[src/rtl/snake_pkg.sv]
// snake_pkg: constants and types shared by the snake step timer files.
//   WIDTH            - count/limit width, equal to the downstream comparator width
//   DEFAULT_MAX      - limit loaded on reset
//   DEFAULT_PRESCALE - clock cycles per count step
//   state_t          - timer FSM state
package snake_pkg;
  localparam int WIDTH = 10;
  localparam logic [WIDTH-1:0] DEFAULT_MAX = 10'd3;
  localparam int DEFAULT_PRESCALE = 4;

  typedef enum logic [1:0] {
    IDLE = 2'd0,
    RUN  = 2'd1,
    HOLD = 2'd2
  } state_t;
endpackage

[src/rtl/step_prescaler.sv]
// step_prescaler: modulo-PRESCALE cycle counter.
//   clk    - system clock
//   rst    - synchronous active-high reset
//   en     - advance the counter this cycle
//   clr    - return the counter to 0 (used while the timer is idle)
//   strobe - high on the enabled cycle where the counter is at PRESCALE-1
module step_prescaler #(
  parameter int PRESCALE = snake_pkg::DEFAULT_PRESCALE
) (
  input  logic clk,
  input  logic rst,
  input  logic en,
  input  logic clr,
  output logic strobe
);
  localparam int CW = (PRESCALE > 1) ? $clog2(PRESCALE) : 1;
  localparam logic [CW-1:0] LAST = CW'(PRESCALE - 1);

  logic [CW-1:0] cnt_reg;

  // With PRESCALE=1, LAST is 0 and the strobe fires on every enabled cycle.
  assign strobe = en && (cnt_reg == LAST);

  always_ff @(posedge clk) begin
    if (rst || clr) begin
      cnt_reg <= '0;
    end else if (en) begin
      cnt_reg <= (cnt_reg == LAST) ? '0 : cnt_reg + CW'(1);
    end
  end
endmodule

[src/rtl/snake_step_timer.sv]
// snake_step_timer: programmable step timer feeding the snake movement comparator.
//   clk        - system clock
//   rst        - synchronous active-high reset
//   start      - IDLE -> RUN
//   stop       - any state -> IDLE (beats start)
//   pause      - level; freezes the timer while high
//   max_in     - new limit value
//   max_load   - strobe capturing max_in (immediate in IDLE, at next wrap otherwise)
//   count      - running step count (comparator addout)
//   max_active - limit in force (comparator max)
//   tick       - one-cycle pulse after each wrap
//   running    - high in RUN or HOLD
module snake_step_timer #(
  parameter int WIDTH = snake_pkg::WIDTH,
  parameter int PRESCALE = snake_pkg::DEFAULT_PRESCALE,
  parameter logic [WIDTH-1:0] DEFAULT_MAX = WIDTH'(snake_pkg::DEFAULT_MAX)
) (
  input  logic             clk,
  input  logic             rst,
  input  logic             start,
  input  logic             stop,
  input  logic             pause,
  input  logic [WIDTH-1:0] max_in,
  input  logic             max_load,
  output logic [WIDTH-1:0] count,
  output logic [WIDTH-1:0] max_active,
  output logic             tick,
  output logic             running
);
  import snake_pkg::*;

  state_t           state_reg;
  logic [WIDTH-1:0] count_reg;
  logic [WIDTH-1:0] max_reg;
  logic [WIDTH-1:0] shadow_reg;
  logic             pending_reg;
  logic             tick_reg;

  logic run_state;
  logic advance;
  logic clear;
  logic strobe;
  logic wrap;

  assign run_state = (state_reg != IDLE);
  // The prescaler only moves on edges where pause is low, so a pause of N
  // cycles delays every later step by exactly N cycles.
  assign advance = run_state && !stop && !pause;
  assign clear   = !run_state || stop;
  assign wrap    = strobe && (count_reg == max_reg);

  step_prescaler #(.PRESCALE(PRESCALE)) u_prescaler (
    .clk    (clk),
    .rst    (rst),
    .en     (advance),
    .clr    (clear),
    .strobe (strobe)
  );

  always_ff @(posedge clk) begin
    if (rst) begin
      state_reg   <= IDLE;
      count_reg   <= '0;
      max_reg     <= DEFAULT_MAX;
      shadow_reg  <= DEFAULT_MAX;
      pending_reg <= 1'b0;
      tick_reg    <= 1'b0;
    end else begin
      tick_reg <= 1'b0;
      case (state_reg)
        IDLE: begin
          count_reg <= '0;
          if (max_load) begin
            max_reg     <= max_in;
            shadow_reg  <= max_in;
            pending_reg <= 1'b0;
          end
          if (start && !stop) begin
            state_reg <= RUN;
          end
        end
        default: begin
          if (stop) begin
            // A wrap due on this edge is dropped along with its tick.
            state_reg <= IDLE;
            count_reg <= '0;
            if (max_load) begin
              shadow_reg  <= max_in;
              pending_reg <= 1'b1;
            end
          end else begin
            state_reg <= pause ? HOLD : RUN;
            if (wrap) begin
              count_reg   <= '0;
              tick_reg    <= 1'b1;
              pending_reg <= 1'b0;
              // A load landing on the wrap edge is the newest value and wins.
              if (max_load) begin
                max_reg    <= max_in;
                shadow_reg <= max_in;
              end else if (pending_reg) begin
                max_reg <= shadow_reg;
              end
            end else begin
              if (strobe) begin
                count_reg <= count_reg + WIDTH'(1);
              end
              if (max_load) begin
                shadow_reg  <= max_in;
                pending_reg <= 1'b1;
              end
            end
          end
        end
      endcase
    end
  end

  assign count      = count_reg;
  assign max_active = max_reg;
  assign tick       = tick_reg;
  assign running    = run_state;
endmodule

[config.mk]
export PLATFORM = sky130hd
export DESIGN_NAME = snake_step_timer
export DESIGN_NICKNAME = d
export VERILOG_FILES = /design/src/rtl/snake_pkg.sv /design/src/rtl/step_prescaler.sv /design/src/rtl/snake_step_timer.sv
export SDC_FILE = /design/constraint.sdc
export NUM_CORES = 1
export LEC_CHECK = 0
export BUFFER_PORTS_ARGS = -buffer_cell sky130_fd_sc_hd__buf_2
export CORE_MARGIN = 8
export CORE_UTILIZATION = 35
export DETAILED_ROUTE_END_ITERATION = 16
export SYNTH_ARGS = -nofsm -noshare
export SYNTH_HDL_FRONTEND = slang
export SYNTH_SLANG_ARGS = --single-unit
[constraint.sdc]
create_clock -name clk -period 4.1 [get_ports clk]
set_clock_uncertainty 0.1 [all_clocks]
set_input_delay 1.23 -clock clk [delete_from_list [all_inputs] [get_ports clk]]
set_output_delay 1.23 -clock clk [all_outputs]
set_load 0.005 [all_outputs]
==> results.ini, run 1 <==
[outcome]
status=finished, final reports clean

[critical_path]
r2r_start=u_prescaler.cnt_reg[0]$_SDFFE_PP0N_
start_kind=flip-flop
end_kind=output pin
cp.arrival_ns=1.55
critPathMaxFanout=9
crit_type=flip-flop to output pin
startpoint=state_reg[1]$_SDFFE_PP0P_
required_ns=2.77

[detailed_routing]
vias=1297
vias_per_cell=4.91
drtAntennaViolNets=0
drc=0
wl_per_cell_um=13.8
drt_first_pass_iters=4
drtIter0Drc=91
totalWireLength_mm=3.64

[global_routing]
grt_start_max_net_pins=27
grt_pass1_vias=1303
grt_pass1_wl_mm=6.16
grt_use_met1_pct=12.3
antenna_found_initial=0
grt-ovfl-total=0
busiest_layer=met2
grt.total_usage_pct=10.9
met3_usage_pct=4.68
grt_use_met2_pct=17.4

[floorplan]
die_w_um=84.5
dieArea_mm2=0.00714
initial_core_util_pct=35.5
fp-row-count=25
ios=38
dieHeight_um=84.5
core_mm2=0.00463

[power_and_ir_drop]
p_leak_uw=0.000904
max-vdd-ir-drop_uv=180
power_density_mw_per_mm2=388

[yosys]
synth_seq_cells=36
avgSynthCellArea_um2=9.60
synth_area_mm2=0.00164
syn-instance-count=171
synth_fp_nets=189
seq_area_frac_synth_pct=43.9
synth.yosys.warnings=0
ys_types=35

[clock_network]
clk_latency_ns=0.29
cts_root_buf=clkbuf_8
clock-sinks=36
cts.hold.buffers_added=0
clkSlewWorstSetupHoldPaths_ns=0.08
cts_tree=built
clockBufferDepth=2
cts.repair.resized=0
post_cts_buffers=0
htree_levels=2
cts_made_buffers=5

[placed_design]
pre_cts_ws_ns=1.02
gp_congestion=0.754
port_buffers=37
hpwl_mm=2.72

[flow_run]
maxCapViolCount=0

[sta]
period_needed_ns=2.88
hold_ws_ns=0.395
worst_slew_pin_slew_ns=0.536
timing.fmax_ghz=0.347
layout_setup_ws_ns=1.22
tns_ns=0
finalSetupViolCount=0
fin_crit_sh_pct=70.3
slew_viol_final=0
rsz0062_at_grt=no
slew_headroom_pct=64.1
hold_viol=0

[cells_and_area]
layout_common_cells=buf_2 (37), dfxtp_1 (36), nor2_1 (29)
final_common_cell=buf_2
final_nets=227
area_growth_pct=19.4
antenna_cells=0
fill_cells=487
drive_above_1_share_pct=25.7

[worst_hold_path]
hp-class=flip-flop to flip-flop
hp-start=shadow_reg[6]$_SDFFE_PP0P_

==> cells by family after synthesis <==
kind of cell	count (synthesis)	synth area share, %
compound gates	16	6.78
xor+xnor	19	10.1
fa+ha+maj	2	1.52
buf+inv	9	3.51
flops	36	43.9
mux	21	13.0
simple gates	68	21.2
==> critical path, stage by stage (launching register included) <==
cell	delay, ns
dfxtp_1	0.32
nor2_1	0.43
clkinv_1	0.31
buf_2	0.21
==> cell type report <==
type	count	area [um^2]	share of cell area (%)
flip-flops and latches	36	721	36.8
inverters	3	11.3	0.575
clock buffers	5	68.8	3.51
multi-input cells	126	863	44.1
well taps	54	67.6	3.45
repair buffers	37	185	9.45
clock inverters	3	42.5	2.17
==> cell usage after synthesis <==
cell       instances  area share, %
mux2i_1           19             12
clkinv_1           1           0.23
nand2_1            3           0.69
or3b_4             1           0.69
a211o_1            2            1.1
buf_12             1            1.2
nor2_1            29            6.6
ha_1               2            1.5
and3_1             4            1.5
dfxtp_1           36             44
nor2b_1            2           0.76
buf_6              1           0.69
nor4_2             1           0.76
and4_1             1           0.53
nand2_2            1           0.38
or3_1              1           0.38
nor3_2             1           0.61
or2_4              1           0.53
nor2_2             1           0.38
a21oi_1            3           0.91
nor4_1             2           0.76
nand3_1            5            1.5
buf_1              1           0.23
a211oi_1           8            3.7
nor3_1            11            3.4
mux2_2             2            1.4
clkbuf_1           3           0.69
or3b_2             1           0.53
inv_1              2           0.46
xor2_1            14            7.5
a2111oi_0          1           0.53
o21ai_0            2           0.61
xnor2_1            5            2.7
nand4_1            2           0.76
and2_1             1           0.38
==> worst paths after layout <==
| check | cells past startpoint | slack [ns] | to |
|---|---|---|---|
| min reg2reg | 2 | 0.39 | shadow_reg[6]$_SDFFE_PP0P_ |
| min | 2 | 0.39 | shadow_reg[6]$_SDFFE_PP0P_ |
| max reg2reg | 6 | 1.84 | max_active[1]$_SDFFE_PP1P_ |
| max | 3 | 1.22 | running |
==> stage by stage <==
stage | cells | utilization (%) | cell area (um^2) | total power [uW]
2_1_floorplan | 171 | - | 1640 | 434
3_3_place_gp | 256 | 39.9 | 1850 | 460
3_5_place_dp | 256 | 39.9 | 1850 | 461
4_1_cts | 264 | 42.3 | 1960 | 769
5_1_grt | 264 | 42.3 | 1960 | 793
6_report | 264 | 42.3 | 1960 | 761
==> power by group <==
part / switching, uW / leakage (uW) / internal (uW) / total [uW]
clock: 130 / 0.0000541 / 180 / 310
sequential: 11.6 / 0.000295 / 365 / 377
combinational: 38.7 / 0.000555 / 35.6 / 74.3
total: 180 / 0.000904 / 581 / 761
==> per-layer routing <==
metal | share of wire, % | vias to the layer above
li1 | - | 674
met1 | 45 | 585
met2 | 47 | 32
met3 | 6.2 | 6
met4 | 1.6 | 0
met5 | 0 | -
No activity file was read; power rests on OpenSTA's default activity.
==> run 2, diff against run 1 <==
- clock period: 4.1 -> 2.3 ns (I/O delays scaled with it)
==> run 2 against run 1 <==
Against the previous run:
- worst hold slack worse by 0.0033 ns
- critical endpoint unchanged
- die area is the same
- register-to-register slack got worse by 1.7 ns
- sequential cell count did not move
- first-iteration DRC count fell by 13%
==> results.ini, run 2 (synthesis gave the netlist of run 1 again) <==
[global_routing]
antenna_found_initial=0  ; unchanged
grt.total_usage_pct=10.6  ; -0.29 points
busiest_layer=met2
grt_start_max_net_pins=23  ; -15%
grt_pass1_vias=1393  ; +6.9%
grt-ovfl-total=0  ; unchanged
met3_usage_pct=3.51  ; -1.2 points
grt_use_met2_pct=18.0  ; +0.64 points
grt_use_met1_pct=12.4  ; +0.049 points
grt_pass1_wl_mm=6.24  ; +1.2%

[clock_network]
clkSlewWorstSetupHoldPaths_ns=0.07  ; about the same
cts_tree=built
cts.hold.buffers_added=0  ; unchanged
cts_made_buffers=5  ; unchanged
clockBufferDepth=2  ; unchanged
htree_levels=2  ; unchanged
cts_root_buf=clkbuf_8
clock-sinks=36  ; unchanged
clk_latency_ns=0.28  ; about the same

[critical_path]
cp.arrival_ns=1.34  ; -0.21 ns
start_kind=flip-flop
required_ns=1.51  ; -1.26 ns
crit_type=flip-flop to output pin
end_kind=output pin
critPathMaxFanout=9  ; unchanged

[floorplan]
dieArea_mm2=0.00714  ; unchanged
ios=38  ; unchanged
dieHeight_um=84.5  ; unchanged
fp-row-count=25  ; unchanged
initial_core_util_pct=35.5  ; unchanged
die_w_um=84.5  ; unchanged
core_mm2=0.00463  ; unchanged

[sta]
worst_slew_pin_slew_ns=0.326  ; -0.211 ns
finalSetupViolCount=0  ; unchanged
rsz0062_at_grt=no
fin_crit_sh_pct=92.6
timing.fmax_ghz=0.469
layout_setup_ws_ns=0.170  ; -1.05 ns
slew_headroom_pct=77.7  ; +14 points
slew_viol_final=0  ; unchanged
period_needed_ns=2.13
hold_viol=0  ; unchanged

[cells_and_area]
final_common_cell=buf_2
fin_util_pct=44.0  ; +1.6 points
area_growth_pct=24.0
antenna_cells=0  ; unchanged
final_nets=238  ; +4.8%
drive_above_1_share_pct=29.0  ; +3.2 points
stdcell_count=275  ; +4.2%
layout_common_cells=buf_2 (37), dfxtp_1 (36), nor2_1 (28)

[detailed_routing]
vias_per_cell=4.85  ; -1.3%
wl_per_cell_um=13.2  ; -4.0%
drc=0  ; unchanged
drt_first_pass_iters=4  ; unchanged
drtAntennaViolNets=0  ; unchanged
drtIter0Drc=79  ; -13%
vias=1334  ; +2.9%
totalWireLength_mm=3.64  ; about the same

[power_and_ir_drop]
p_leak_uw=0.000955  ; +5.7%
power_density_mw_per_mm2=623  ; +60%
max-vdd-ir-drop_uv=407  ; +130%

[placed_design]
place_inst=267  ; +4.3%
pre_cts_ws_ns=-0.0620  ; -1.09 ns
port_buffers=37  ; unchanged
hpwl_mm=2.85  ; +4.6%
gp_congestion=0.733  ; -2.8%

[worst_hold_path]
hp-class=flip-flop to flip-flop

[flow_run]
maxCapViolCount=0  ; unchanged

[outcome]
status=finished, final reports clean

-- run 2: cell count changes in the layout (fill, tap and decap cells not counted) --
cell	before	now
buf_12	0	1
buf_4	0	10
bufinv_16	1	0
clkbuf_1	0	2
clkbuf_8	5	6
clkinv_2	1	0
clkinvlp_4	1	0
nor2_1	29	28
nor2_2	1	2
-- run 2: what timing repair did --
item,CTS,global route
gates resized for setup,1,0
setup buffers,0,0
setup endpoints to repair,1,0
-- run 2: path summary, 6_finish.rpt --
check	start	to	slack (ns)	cells after the start
max	state_reg[1]$_SDFFE_PP0P_	running	0.17	3
min	shadow_reg[7]$_SDFFE_PP0P_	shadow_reg[7]$_SDFFE_PP0P_	0.39	2
max reg2reg	u_prescaler.cnt_reg[0]$_SDFFE_PP0N_	max_active[0]$_SDFFE_PP1P_	0.19	6
min reg2reg	shadow_reg[7]$_SDFFE_PP0P_	shadow_reg[7]$_SDFFE_PP0P_	0.39	2
-- run 2: layout make-up --
type                    instances  area (um^2)
clock buffers                   8         90.1
fillers                       475         2590
inverters                       3         11.3
multi-input cells             126          866
flip-flops and latches         36          721
well taps                      54         67.6
repair buffers                 48          280
-- run 2: worst max-delay path: stages, from the launching register on --
cell,delay [ns]
dfxtp_1,0.32
nor2_2,0.30
clkinv_1,0.25
buf_2,0.19
-- run 2: power by group --
| group | leakage [uW] | internal, uW | switching (uW) |
|---|---|---|---|
| Clock | 0.0000455 | 244 | 208 |
| Combinational | 0.000615 | 72.0 | 71.2 |
| Sequential | 0.000295 | 652 | 21.5 |
-- run 2: per-stage QoR --
step	hold slack [ns]	instance area (um^2)	setup TNS, ns	total power, uW
final	0.391	2040	0	1270
after global routing	0.430	2040	0	1340
after detailed placement	0.384	1940	-0.462	832
after CTS	0.401	2040	0	1290
after floorplan	0.360	1640	0	774
after global placement	0.372	1940	-0.414	829
-- run 2: per-layer routing --
metal	vias to the layer above	wire length (um)
li1	690	-
met1	617	1720
met2	22	1740
met3	5	135
met4	0	42
met5	-	0
==> run 3, diff against run 2 <==
- CELL_PAD_IN_SITES_DETAIL_PLACEMENT: not set -> 1
- CELL_PAD_IN_SITES_GLOBAL_PLACEMENT: not set -> 2
- CORE_UTILIZATION: 35 -> 29
- PLACE_DENSITY_LB_ADDON: not set -> 0.1
==> run 3 against run 2 <==
Against the previous run:
- cell area rose by 2.8%
- sequential share of layout area is 0.95 points lower
- total power grew 7.3%
- final cell count is 6.9% higher
- first-iteration DRC count fell by 58%
- non-clock buffer count up 1
- global-route usage increased by 0.46 points
- sequential cell count is the same
- fmax is 0.74% higher
- combinational power is 5% higher
- die area grew 17%
- largest cell class unchanged
- largest power group unchanged
- highest routed layer unchanged
==> results.ini, run 3 (synthesis gave the netlist of run 1 again) <==
[global_routing]
grt_start_max_net_pins=26  ; +13%
antenna_found_initial=0  ; unchanged
grt.total_usage_pct=11.1  ; +0.46 points
grt-ovfl-total=0  ; unchanged
grt_pass1_wl_mm=7.47  ; +20%
grt_pass1_vias=1534  ; +10%

[placed_design]
place_inst=286  ; +7.1%
hpwl_mm=3.51  ; +23%
port_buffers=37  ; unchanged
gp_congestion=0.745  ; +1.5%

[sta]
finalSetupViolCount=0  ; unchanged
period_needed_ns=2.11  ; -0.0157 ns
timing.fmax_ghz=0.473  ; +0.74%
rsz0062_at_grt=no
slew_viol_final=0  ; unchanged
fin_crit_sh_pct=91.9  ; -0.68 points
hold_ws_ns=0.398  ; +0.00653 ns
hold_viol=0  ; unchanged
tns_ns=0  ; unchanged
worst_slew_pin_slew_ns=0.408  ; +0.0829 ns
slew_headroom_pct=72.5  ; -5.2 points

[critical_path]
cp.arrival_ns=2.21  ; +0.87 ns
critPathMaxFanout=6  ; -3
r2r_start=u_prescaler.cnt_reg[0]$_SDFFE_PP0N_
crit_type=flip-flop to flip-flop
start_kind=flip-flop
startpoint=u_prescaler.cnt_reg[0]$_SDFFE_PP0N_
r2r-end=max_active[6]$_SDFFE_PP0P_
end_kind=flip-flop
r2r_cells=7  ; +1
rrSetupSlack_ns=0.19  ; about the same
required_ns=2.40  ; +0.89 ns

[worst_hold_path]
hold_depth=2  ; unchanged
hp-start=shadow_reg[7]$_SDFFE_PP0P_
hp-class=flip-flop to flip-flop
hold_end=shadow_reg[7]$_SDFFE_PP0P_

[outcome]
status=finished, final reports clean

[clock_network]
clockBufferDepth=2  ; unchanged
clkSlewWorstSetupHoldPaths_ns=0.07  ; about the same
cts_root_buf=clkbuf_8
clk_latency_ns=0.28  ; about the same
cts_made_buffers=5  ; unchanged
clock-sinks=36  ; unchanged
htree_levels=2  ; unchanged
cts.hold.buffers_added=0  ; unchanged
post_cts_buffers=0  ; unchanged
cts_tree=built

[detailed_routing]
drt_first_pass_iters=4  ; unchanged
drc=0  ; unchanged
vias=1372  ; +2.8%
vias_per_cell=4.67  ; -3.8%
totalWireLength_mm=4.35  ; +19%
drtIter0Drc=33  ; -58%
wl_per_cell_um=14.8  ; +12%
drtAntennaViolNets=0  ; unchanged

[cells_and_area]
area_growth_pct=27.4
layout_common_cells=buf_2 (37), dfxtp_1 (36), nor2_1 (29)
fill_cells=657  ; +38%
final_common_cell=buf_2
fin_util_pct=38.2  ; -5.7 points
stdcell_count=294  ; +6.9%
drive_above_1_share_pct=29.7  ; +0.77 points
antenna_cells=0  ; unchanged
final_nets=239  ; +0.42%

[floorplan]
core_mm2=0.00547  ; +18%
dieHeight_um=91.2  ; +8.0%
die_w_um=91.2  ; +8.0%
dieArea_mm2=0.00832  ; +17%
ios=38  ; unchanged
fp-row-count=27  ; +8.0%
initial_core_util_pct=30.0  ; -5.5 points

[flow_run]
maxCapViolCount=0  ; unchanged

[power_and_ir_drop]
p_leak_uw=0.000970  ; +1.5%
max-vdd-ir-drop_uv=324  ; -20%
power_density_mw_per_mm2=651  ; +4.4%
total_power_uw=1360  ; +7.3%

## run 3: cell count changes in the layout (fill, tap and decap cells not counted), sizes merged
cell / delta
buf: +1
bufinv: +1
clkbuf: -2
clkinv: +1
## run 3: final cells by class
class,count,area [um^2],share of cell area [%]
clock inverter,2,35.0,1.67
multi-input combinational,126,875,41.8
timing repair buffer,49,288,13.8
sequential,36,721,34.4
inverter,3,11.3,0.538
clock buffer,6,72.6,3.47
tap,72,90.1,4.31
## run 3: per-layer routing
layer  up-vias  GRT usage, %  part of all wire, %
met1       652          12.7                   44
met5         -             0                    0
met2        19          19.1                   50
li1        696             -                    -
met4         0          3.27                  1.1
met3         5          3.54                  4.1
## run 3: what timing repair did
item / in CTS / in global routing
endpoints found under the setup margin: 0 / 5
endpoints found under the hold margin: 0 / 0
gates resized for setup: 0 / 2
## run 3: how the worst max path moves through the flow
stage                                             to  slack, ns
after global routing      max_active[7]$_SDFFE_PP0P_       0.04
after CTS                 max_active[6]$_SDFFE_PP0P_       0.11
after detailed placement  max_active[6]$_SDFFE_PP0P_      -0.10
after global placement    max_active[8]$_SDFFE_PP0P_      -0.05
after floorplan           max_active[0]$_SDFFE_PP1P_       0.06
final                     max_active[6]$_SDFFE_PP0P_       0.19
## run 3: through the flow
step                      area (um^2)  worst slack [ns]
after CTS                        2080             0.111
after global placement           1970           -0.0527
final                            2090             0.185
after floorplan                  1640            0.0625
after global routing             2090            0.0383
after detailed placement         1970            -0.104
## run 3: worst max-delay path, stage by stage, from the launching register on
cell      delay, ns
dfxtp_1        0.36
ha_1           0.19
or3b_4         0.43
nor4_4         0.28
and4_4         0.27
buf_4          0.14
nor3_1         0.05
a211oi_1       0.21
## run 3: report_power, final
group | leakage [uW] | switching [uW] | internal (uW) | total (uW)
Clock | 0.0000552 | 216 | 322 | 538
Combinational | 0.000620 | 76.5 | 73.3 | 150
Sequential | 0.000295 | 22.0 | 651 | 673
Total | 0.000970 | 315 | 1050 | 1360
